## config.mk

```make
export PLATFORM = sky130hd
export DESIGN_NAME = mmio_port_bank
export DESIGN_NICKNAME = d
export VERILOG_FILES = /design/src/rtl/mmio_port_bank.sv
export SDC_FILE = /design/constraint.sdc
export NUM_CORES = 1
export LEC_CHECK = 0
export BUFFER_PORTS_ARGS = -buffer_cell sky130_fd_sc_hd__buf_2
export CORE_AREA = 4 4 133 110
export CTS_CLUSTER_DIAMETER = 200
export DETAILED_ROUTE_END_ITERATION = 8
export DIE_AREA = 0 0 137 114
export PLACE_DENSITY_LB_ADDON = 0.2
export SLEW_MARGIN = 10
export SYNTH_ARGS = -nofsm -noshare
export SYNTH_HDL_FRONTEND = slang
export SYNTH_SLANG_ARGS = --single-unit
```

## constraint.sdc

```tcl
create_clock -name CLK -period 6.9 [get_ports CLK]
set_input_delay 1.38 -clock CLK [delete_from_list [all_inputs] [get_ports CLK]]
set_output_delay 1.38 -clock CLK [all_outputs]
set_load 0.02 [all_outputs]
```

## src/rtl/mmio_port_bank.sv

```systemverilog
// -----------------------------------------------------------------------------
// mmio_port_bank
//
// Memory-mapped IO port bank for the OTTER IOBUS. It holds N_IN synchronised
// input ports, N_OUT read/write output registers, and change-detect interrupts
// with pending (W1C) and mask registers. It drives one level interrupt (INTR).
//
// Register index = (IOBUS_ADDR - BASE_ADDR) >> STRIDE_LOG2
//   0 .. N_IN-1            input port k (read-only, synchronised value)
//   N_IN .. N_IN+N_OUT-1   output register (R/W)
//   N_IN+N_OUT             IRQ_PEND (read pending, write 1 to clear)
//   N_IN+N_OUT+1           IRQ_MASK (R/W)
//
// Ports:
//   CLK        bus clock, all state on posedge
//   RST_N      asynchronous active-low reset
//   IOBUS_ADDR bus address
//   IOBUS_OUT  write data from MCU
//   IOBUS_WR   single-cycle write strobe
//   IOBUS_IN   combinational read data to MCU (unmapped reads return 0)
//   IN_PORTS   raw asynchronous inputs, port k at [k*IN_W +: IN_W]
//   OUT_PORTS  output register contents, register j at [j*OUT_W +: OUT_W]
//   INTR       registered |(pending & mask)
// -----------------------------------------------------------------------------
module mmio_port_bank #(
  parameter int unsigned N_IN        = 2,
  parameter int unsigned N_OUT       = 2,
  parameter int unsigned IN_W        = 16,
  parameter int unsigned OUT_W       = 16,
  parameter logic [31:0] BASE_ADDR   = 32'h1100_0000,
  parameter int unsigned STRIDE_LOG2 = 18
) (
  input  logic                    CLK,
  input  logic                    RST_N,
  input  logic [31:0]             IOBUS_ADDR,
  input  logic [31:0]             IOBUS_OUT,
  input  logic                    IOBUS_WR,
  output logic [31:0]             IOBUS_IN,
  input  logic [N_IN*IN_W-1:0]    IN_PORTS,
  output logic [N_OUT*OUT_W-1:0]  OUT_PORTS,
  output logic                    INTR
);

  localparam int unsigned N_REGS   = N_IN + N_OUT + 2;
  localparam int unsigned IDX_PEND = N_IN + N_OUT;
  localparam int unsigned IDX_MASK = N_IN + N_OUT + 1;
  // Bits of the offset that must be zero for an aligned access.
  localparam logic [31:0] LOW_MASK =
    (STRIDE_LOG2 == 0) ? 32'h0 : (32'hFFFF_FFFF >> (32 - STRIDE_LOG2));

  // ---------------------------------------------------------------------------
  // Elaboration-time parameter checks
  // ---------------------------------------------------------------------------
  if (N_IN < 1 || N_IN > 16) begin : g_bad_n_in
    $error("mmio_port_bank: N_IN must be in 1..16");
  end
  if (N_OUT < 1 || N_OUT > 16) begin : g_bad_n_out
    $error("mmio_port_bank: N_OUT must be in 1..16");
  end
  if (IN_W < 1 || IN_W > 32) begin : g_bad_in_w
    $error("mmio_port_bank: IN_W must be in 1..32");
  end
  if (OUT_W < 1 || OUT_W > 32) begin : g_bad_out_w
    $error("mmio_port_bank: OUT_W must be in 1..32");
  end
  if (STRIDE_LOG2 > 31) begin : g_bad_stride
    $error("mmio_port_bank: STRIDE_LOG2 must be in 0..31");
  end else if (64'(N_REGS) > (64'd1 << (32 - STRIDE_LOG2))) begin : g_bad_span
    $error("mmio_port_bank: register map does not fit in the address space");
  end

  // ---------------------------------------------------------------------------
  // Address decode
  // ---------------------------------------------------------------------------
  logic [31:0]       offset;
  logic [31:0]       reg_idx;
  logic              hit;
  logic [N_REGS-1:0] sel;

  // The >= test keeps addresses below BASE_ADDR from wrapping into the map.
  assign offset  = IOBUS_ADDR - BASE_ADDR;
  assign reg_idx = offset >> STRIDE_LOG2;
  assign hit     = (IOBUS_ADDR >= BASE_ADDR) &&
                   ((offset & LOW_MASK) == 32'h0) &&
                   (reg_idx < N_REGS);

  for (genvar r = 0; r < N_REGS; r++) begin : g_sel
    assign sel[r] = hit && (reg_idx == 32'(r));
  end

  // ---------------------------------------------------------------------------
  // Input synchroniser and history
  // ---------------------------------------------------------------------------
  logic [N_IN*IN_W-1:0] s1_q, s2_q, s3_q;
  logic [N_IN-1:0]      chg;

  always_ff @(posedge CLK or negedge RST_N) begin
    if (!RST_N) begin
      s1_q <= '0;
      s2_q <= '0;
      s3_q <= '0;
    end else begin
      // NOTE: sequential state uses non-blocking assignments so every flop
      // samples the pre-edge value of its neighbour; blocking here would
      // collapse the s1 -> s2 -> s3 chain into a single stage.
      s1_q <= IN_PORTS;
      s2_q <= s1_q;
      s3_q <= s2_q;
    end
  end

  for (genvar k = 0; k < N_IN; k++) begin : g_chg
    assign chg[k] = |(s2_q[k*IN_W +: IN_W] ^ s3_q[k*IN_W +: IN_W]);
  end

  // ---------------------------------------------------------------------------
  // Output registers
  // ---------------------------------------------------------------------------
  logic [OUT_W-1:0] out_q [N_OUT];

  for (genvar j = 0; j < N_OUT; j++) begin : g_out
    // NOTE: unlike a RAM, this register bank is reset: the pins it drives
    // must come up at a known value.
    always_ff @(posedge CLK or negedge RST_N) begin
      if (!RST_N) begin
        out_q[j] <= '0;
      end else if (IOBUS_WR && sel[N_IN + j]) begin
        out_q[j] <= IOBUS_OUT[OUT_W-1:0];
      end
    end
    assign OUT_PORTS[j*OUT_W +: OUT_W] = out_q[j];
  end

  // ---------------------------------------------------------------------------
  // Interrupt state: arm counter, pending, mask, INTR
  // ---------------------------------------------------------------------------
  logic [1:0]      arm_q, arm_d;
  logic            armed;
  logic [N_IN-1:0] pend_q, pend_d;
  logic [N_IN-1:0] mask_q, mask_d;
  logic [N_IN-1:0] pend_set, pend_clr;
  logic            intr_q, intr_d;

  // The arm counter blanks change detection while the sync chain fills
  // after reset, so inputs already high at release do not raise interrupts.
  assign armed = (arm_q == 2'd3);

  always_comb begin
    // NOTE: every output of this block gets its default first, so no path
    // through the conditionals can infer a latch.
    arm_d    = arm_q;
    mask_d   = mask_q;
    pend_set = '0;
    pend_clr = '0;

    if (!armed) begin
      arm_d = arm_q + 2'd1;
    end else begin
      pend_set = chg;
    end

    if (IOBUS_WR && sel[IDX_PEND]) begin
      pend_clr = IOBUS_OUT[N_IN-1:0];
    end
    if (IOBUS_WR && sel[IDX_MASK]) begin
      mask_d = IOBUS_OUT[N_IN-1:0];
    end

    // A set on the same edge as a W1C wins, so no edge is ever lost.
    pend_d = (pend_q & ~pend_clr) | pend_set;
    intr_d = |(pend_q & mask_q);
  end

  always_ff @(posedge CLK or negedge RST_N) begin
    if (!RST_N) begin
      arm_q  <= 2'd0;
      pend_q <= '0;
      mask_q <= '0;
      intr_q <= 1'b0;
    end else begin
      arm_q  <= arm_d;
      pend_q <= pend_d;
      mask_q <= mask_d;
      intr_q <= intr_d;
    end
  end

  assign INTR = intr_q;

  // ---------------------------------------------------------------------------
  // Read mux: each register contributes its zero-extended value when selected.
  // ---------------------------------------------------------------------------
  logic [31:0] rd_vals [N_REGS];
  logic [31:0] rd_or   [N_REGS+1];

  for (genvar k = 0; k < N_IN; k++) begin : g_rd_in
    assign rd_vals[k] = 32'(s2_q[k*IN_W +: IN_W]);
  end
  for (genvar j = 0; j < N_OUT; j++) begin : g_rd_out
    assign rd_vals[N_IN + j] = 32'(out_q[j]);
  end
  assign rd_vals[IDX_PEND] = 32'(pend_q);
  assign rd_vals[IDX_MASK] = 32'(mask_q);

  assign rd_or[0] = 32'h0;
  for (genvar r = 0; r < N_REGS; r++) begin : g_rd_or
    assign rd_or[r+1] = rd_or[r] | (sel[r] ? rd_vals[r] : 32'h0);
  end
  assign IOBUS_IN = rd_or[N_REGS];

  // Only the low bits of the write data reach any register.
  logic unused_wdata;
  assign unused_wdata = ^IOBUS_OUT;

endmodule

```

# --- Word-level counts from Yosys, hierarchy flattened ---
# Cells that the tools add are included.
classes:
  add_sub_neg: 2
  order_cmp: 2
  eq_ne: 6
  muxes: 8
  bitwise_logic: 11
  n_reduce_logical: 17
op_table:
  columns: ["cell", "n"]
  rows:
  - ["$logic_not 32->1", 2]
  - ["$mux 16", 4]
  - ["$or 16x16->16", 3]
  - ["$ge 32x29->1 const B", 1]
  - ["$or 16x2->16", 2]
  - ["$reduce_or 16->1", 2]
  - ["$sub 32x29->32 const B", 1]
  - ["$xor 16x16->16", 2]
  - ["$eq 14x2->1 const B", 2]
  - ["$eq 14x3->1 const B", 2]
  - ["$eq 14x1->1 const B", 1]
  - ["$lt 14x3->1 const B", 1]
  - ["$logic_and 1x1->1", 12]
  - ["$mux 2", 4]
  - ["$and 2x2->2", 2]
  - ["$add 2x1->2 const B", 1]
  - ["$eq 2x2->1 const B", 1]
  - ["$not 2->2", 1]
  - ["$or 2x2->2", 1]
  - ["$reduce_or 2->1", 1]
word_totals:
  regBits: 135
  output_inout_bits: 65
  elab_cells: 55

# --- Logic depth before layout (Yosys ltp) ---
logic_depth:
  depth_word: 11
  ltp_mapped: 6
  mapped_depth_nobuf: 4

# --- Least setup slack after synthesis ---
# No wires, ideal clock.
synth_timing:
  kind: "input -> output"
  start: "in IOBUS_ADDR[10]"
  end: "out IOBUS_IN[10]"
  arrival_time_ns: 2.863
  t_required_ns: 5.520
  setup_slack_ns: 2.657
  path_stages: 5
  path_buffers: 1
  cell_sequence: "nor4_1 -> nand4_2 -> nor4_2 -> clkbuf_1 -> and2_1"
synth_via:
  elab_chain_cells: 11
synth_rtl:
  columns: ["element", "line", "source"]
  rows:
  - ["start, declared", "35", "input logic [31:0] IOBUS_ADDR,"]
  - ["branches (longest 8 deep; another with $sub 32x29->32)", null, null]
  - ["$or 16x16->16 (*)", "207", "assign rd_or[r+1] = rd_or[r] | (sel[r] ? rd_vals[r] : 32'h0);"]
  - ["$or 16x2->16 (*) (2 in a row)", "207", null]
  - ["end, declared", "38", "output logic [31:0] IOBUS_IN,"]
# Every way passes the cells marked *.

# --- Worst setup path in the final report ---
layout_timing:
  start: "in IOBUS_ADDR[1]"
  end: "out IOBUS_IN[3]"
# Same word-level chain as after synthesis.

==> results.toml <==
[run_status]
status = "completed"

[pwr]
leakagePower_nw = 3.236
finalPower_mw = 1.873
powerDensity_nw_per_um2 = 283.0
vdd_ir_drop_max_mv = 0.1784

[clock_network]
hold_buffers = 0
root_buffer = "clkbuf_16"
cts_setup_buffers = 0
ctsLongestPathBuffers = 2
ctsResizeCount = 0
cts_tree = "done"
cts_made_buffers = 17
clk_pin_slew_ps = 60
cts.sinks = 135
insertion_delay_ps = 410
htreeDepth = 4

[sta]
setup_viol = 0
hold_viol = 0
fmax_ghz = 0.2067
drv_slew = 0
hold_ws_ps = 345.2
final.min_clock_period_ps = 4837
finalClockSkew_ps = 5.459
finalSetupTns_ps = 0
timing.final.crit_share_pct = 70.10
slew_headroom_pct = 27.33
tightestPinTransition_ps = 1090
grt_setup_unrepaired = "no"

[floorplanning]
start_util_pct = 39.09
core-area_um2 = 13310
die_area_um2 = 15620
row_count = 38
dieHeight_um = 114
ioPinCount = 164
fp.dieW_um = 137

[route]
postRouteWirelength_mm = 10.80
postRouteAntennaNets = 0
drtIter0Drc = 112
wl_per_cell_um = 15.86
vias_per_cell = 4.535
drc_errors = 0
first_pass_iters = 4
vias = 3088

[worst_setup_path]
start_kind = "input pin"
critPathMaxFanout = 16
critPathTopFamily = "simple AND/OR/NAND/NOR gates"
reg2reg_depth = 4
critical_path_cell_count = 6
path_common_cell = "buf_2"
slowest_delay_ps = 890
crit_type = "input pin to output pin"
critical_path_buf_inv_count = 2
arrival_ps = 3460
endpoint_kind = "output pin"
slowest_stage = "nor4_2"
crit_chain = "buf_2, nor4_1, nand3_1, nor4_2, and2_1, buf_2"
worstPathRequired_ps = 5520

[place]
portBuffers = 131
place_hpwl_mm = 7.816
gp_congestion = 0.8331
dp_cells = 647

[synthesis]
ys_top_cells_by_count = "dfrtp_1, mux2i_1, xnor2_1"
synth-seq-area-share_pct = 64.92
syn_inst = 348
synth_top_area_cell = "dfrtp_1"
ys_ff_latch = 135
ys.flop_type = "dfrtp_1"
yosys.area.top_type_share_pct = 64.92
synth.most_common_cell = "dfrtp_1"
async_reset_ff_share_pct = 100.0
syn_area_um2 = 5204
syn_avg_cell_area_um2 = 14.95
synth_enable_flop_cells = 0
synth_top_cells_by_area = "dfrtp_1, mux2i_1, mux2_2"
yosys_warnings = 0
ys_types = 33

[min_path]
hold_path.class = "flop to flop"
holdPathStages = 0

[global_routing]
grt_usage_pct = 14.72
grt_util_met2_pct = 20.84
grt_busiest_layer = "met1"
grt_pass1_wl_mm = 16.96
grt_max_degree = 85
grt_util_met3_pct = 5.026
grt-ovfl-total = 0
grt_antenna_before_repair = 0
met1_usage_pct = 21.06
grt_pass1_vias = 3181

[cells_and_area]
final_cells = 681
utilization_pct = 49.71
diodes = 0
drive_gt1_share_pct = 40.52
fin_nets = 588
area_growth_pct = 27.17

[run]
maxCapViolations = 0
-- per-stage QoR --
step	instance area (um^2)	setup WS, ps
3_5_place_dp	5971	1993
5_1_grt	6618	1794
4_1_cts	6595	2006
2_1_floorplan	5260	2657
6_report	6618	2063
3_3_place_gp	5971	2058
-- power breakdown --
group / switching (mW) / internal (mW)
Clock: 0.349 / 0.589
Combinational: 0.0554 / 0.0422
Sequential: 0.0171 / 0.821
Total: 0.421 / 1.45
-- sequential cells by signal, indices dropped and copies added (netlist names) --
| signal | flops |
|---|---|
| OUT_PORTS | 32 |
| s1_q | 32 |
| s2_q | 32 |
| s3_q | 32 |
| arm_q | 2 |
| mask_q | 2 |
| pend_q | 2 |
| INTR | 1 |
-- area by class of cell --
class / instances / area [um^2]
timing repair buffer: 134 / 691.9
clock inverter: 14 / 185.2
sequential: 135 / 3378
fill: 1186 / 6695
tap: 180 / 225.2
multi-input combinational: 200 / 1698
clock buffer: 18 / 439.2
-- layout by cell type (no fill, tap or decap), types with 5 or more instances in the layout --
cell type,n
mux2_2,27
buf_2,130
conb_1,16
and2_1,15
dfrtp_1,135
mux2i_1,33
inv_6,7
o22ai_1,14
clkbuf_16,17
nand4_1,13
xnor2_1,33
mux2_1,8
nor2b_1,5
-- routing by layer --
metal  share of wire, %  vias up
met5                  0        -
met4                1.6        0
met3                6.5       15
met2                 44      107
met1                 48     1487
li1                   -     1479
-- worst register-to-register path, cell delays in order (launching register included) --
cell,delay [ps]
dfrtp_1,420
xnor2_1,170
nand4_1,140
o41ai_1,470
nand2_1,100
-- worst paths after layout --
path	from	slack (ps)	to
max in group asynchronous	RST_N	4770	s2_q[20]
max reg2reg	s2_q[30]	5480	pend_q[1]
max	IOBUS_ADDR[1]	2060	IOBUS_IN[3]
min	s1_q[8]	350	s2_q[8]
min reg2reg	s1_q[8]	350	s2_q[8]
min in group asynchronous	RST_N	1010	OUT_PORTS[21]
-- kinds of logic after synthesis --
logic type	Yosys count	share of synthesized area, %
flops	135	64.92
other cells	1	0.07206
simple gates	60	8.127
buf+inv	28	3.534
mux	70	14.79
fa+ha+maj	1	0.2404
compound gates	20	2.765
xor+xnor	33	5.554
(Power assumes the default switching activity.)
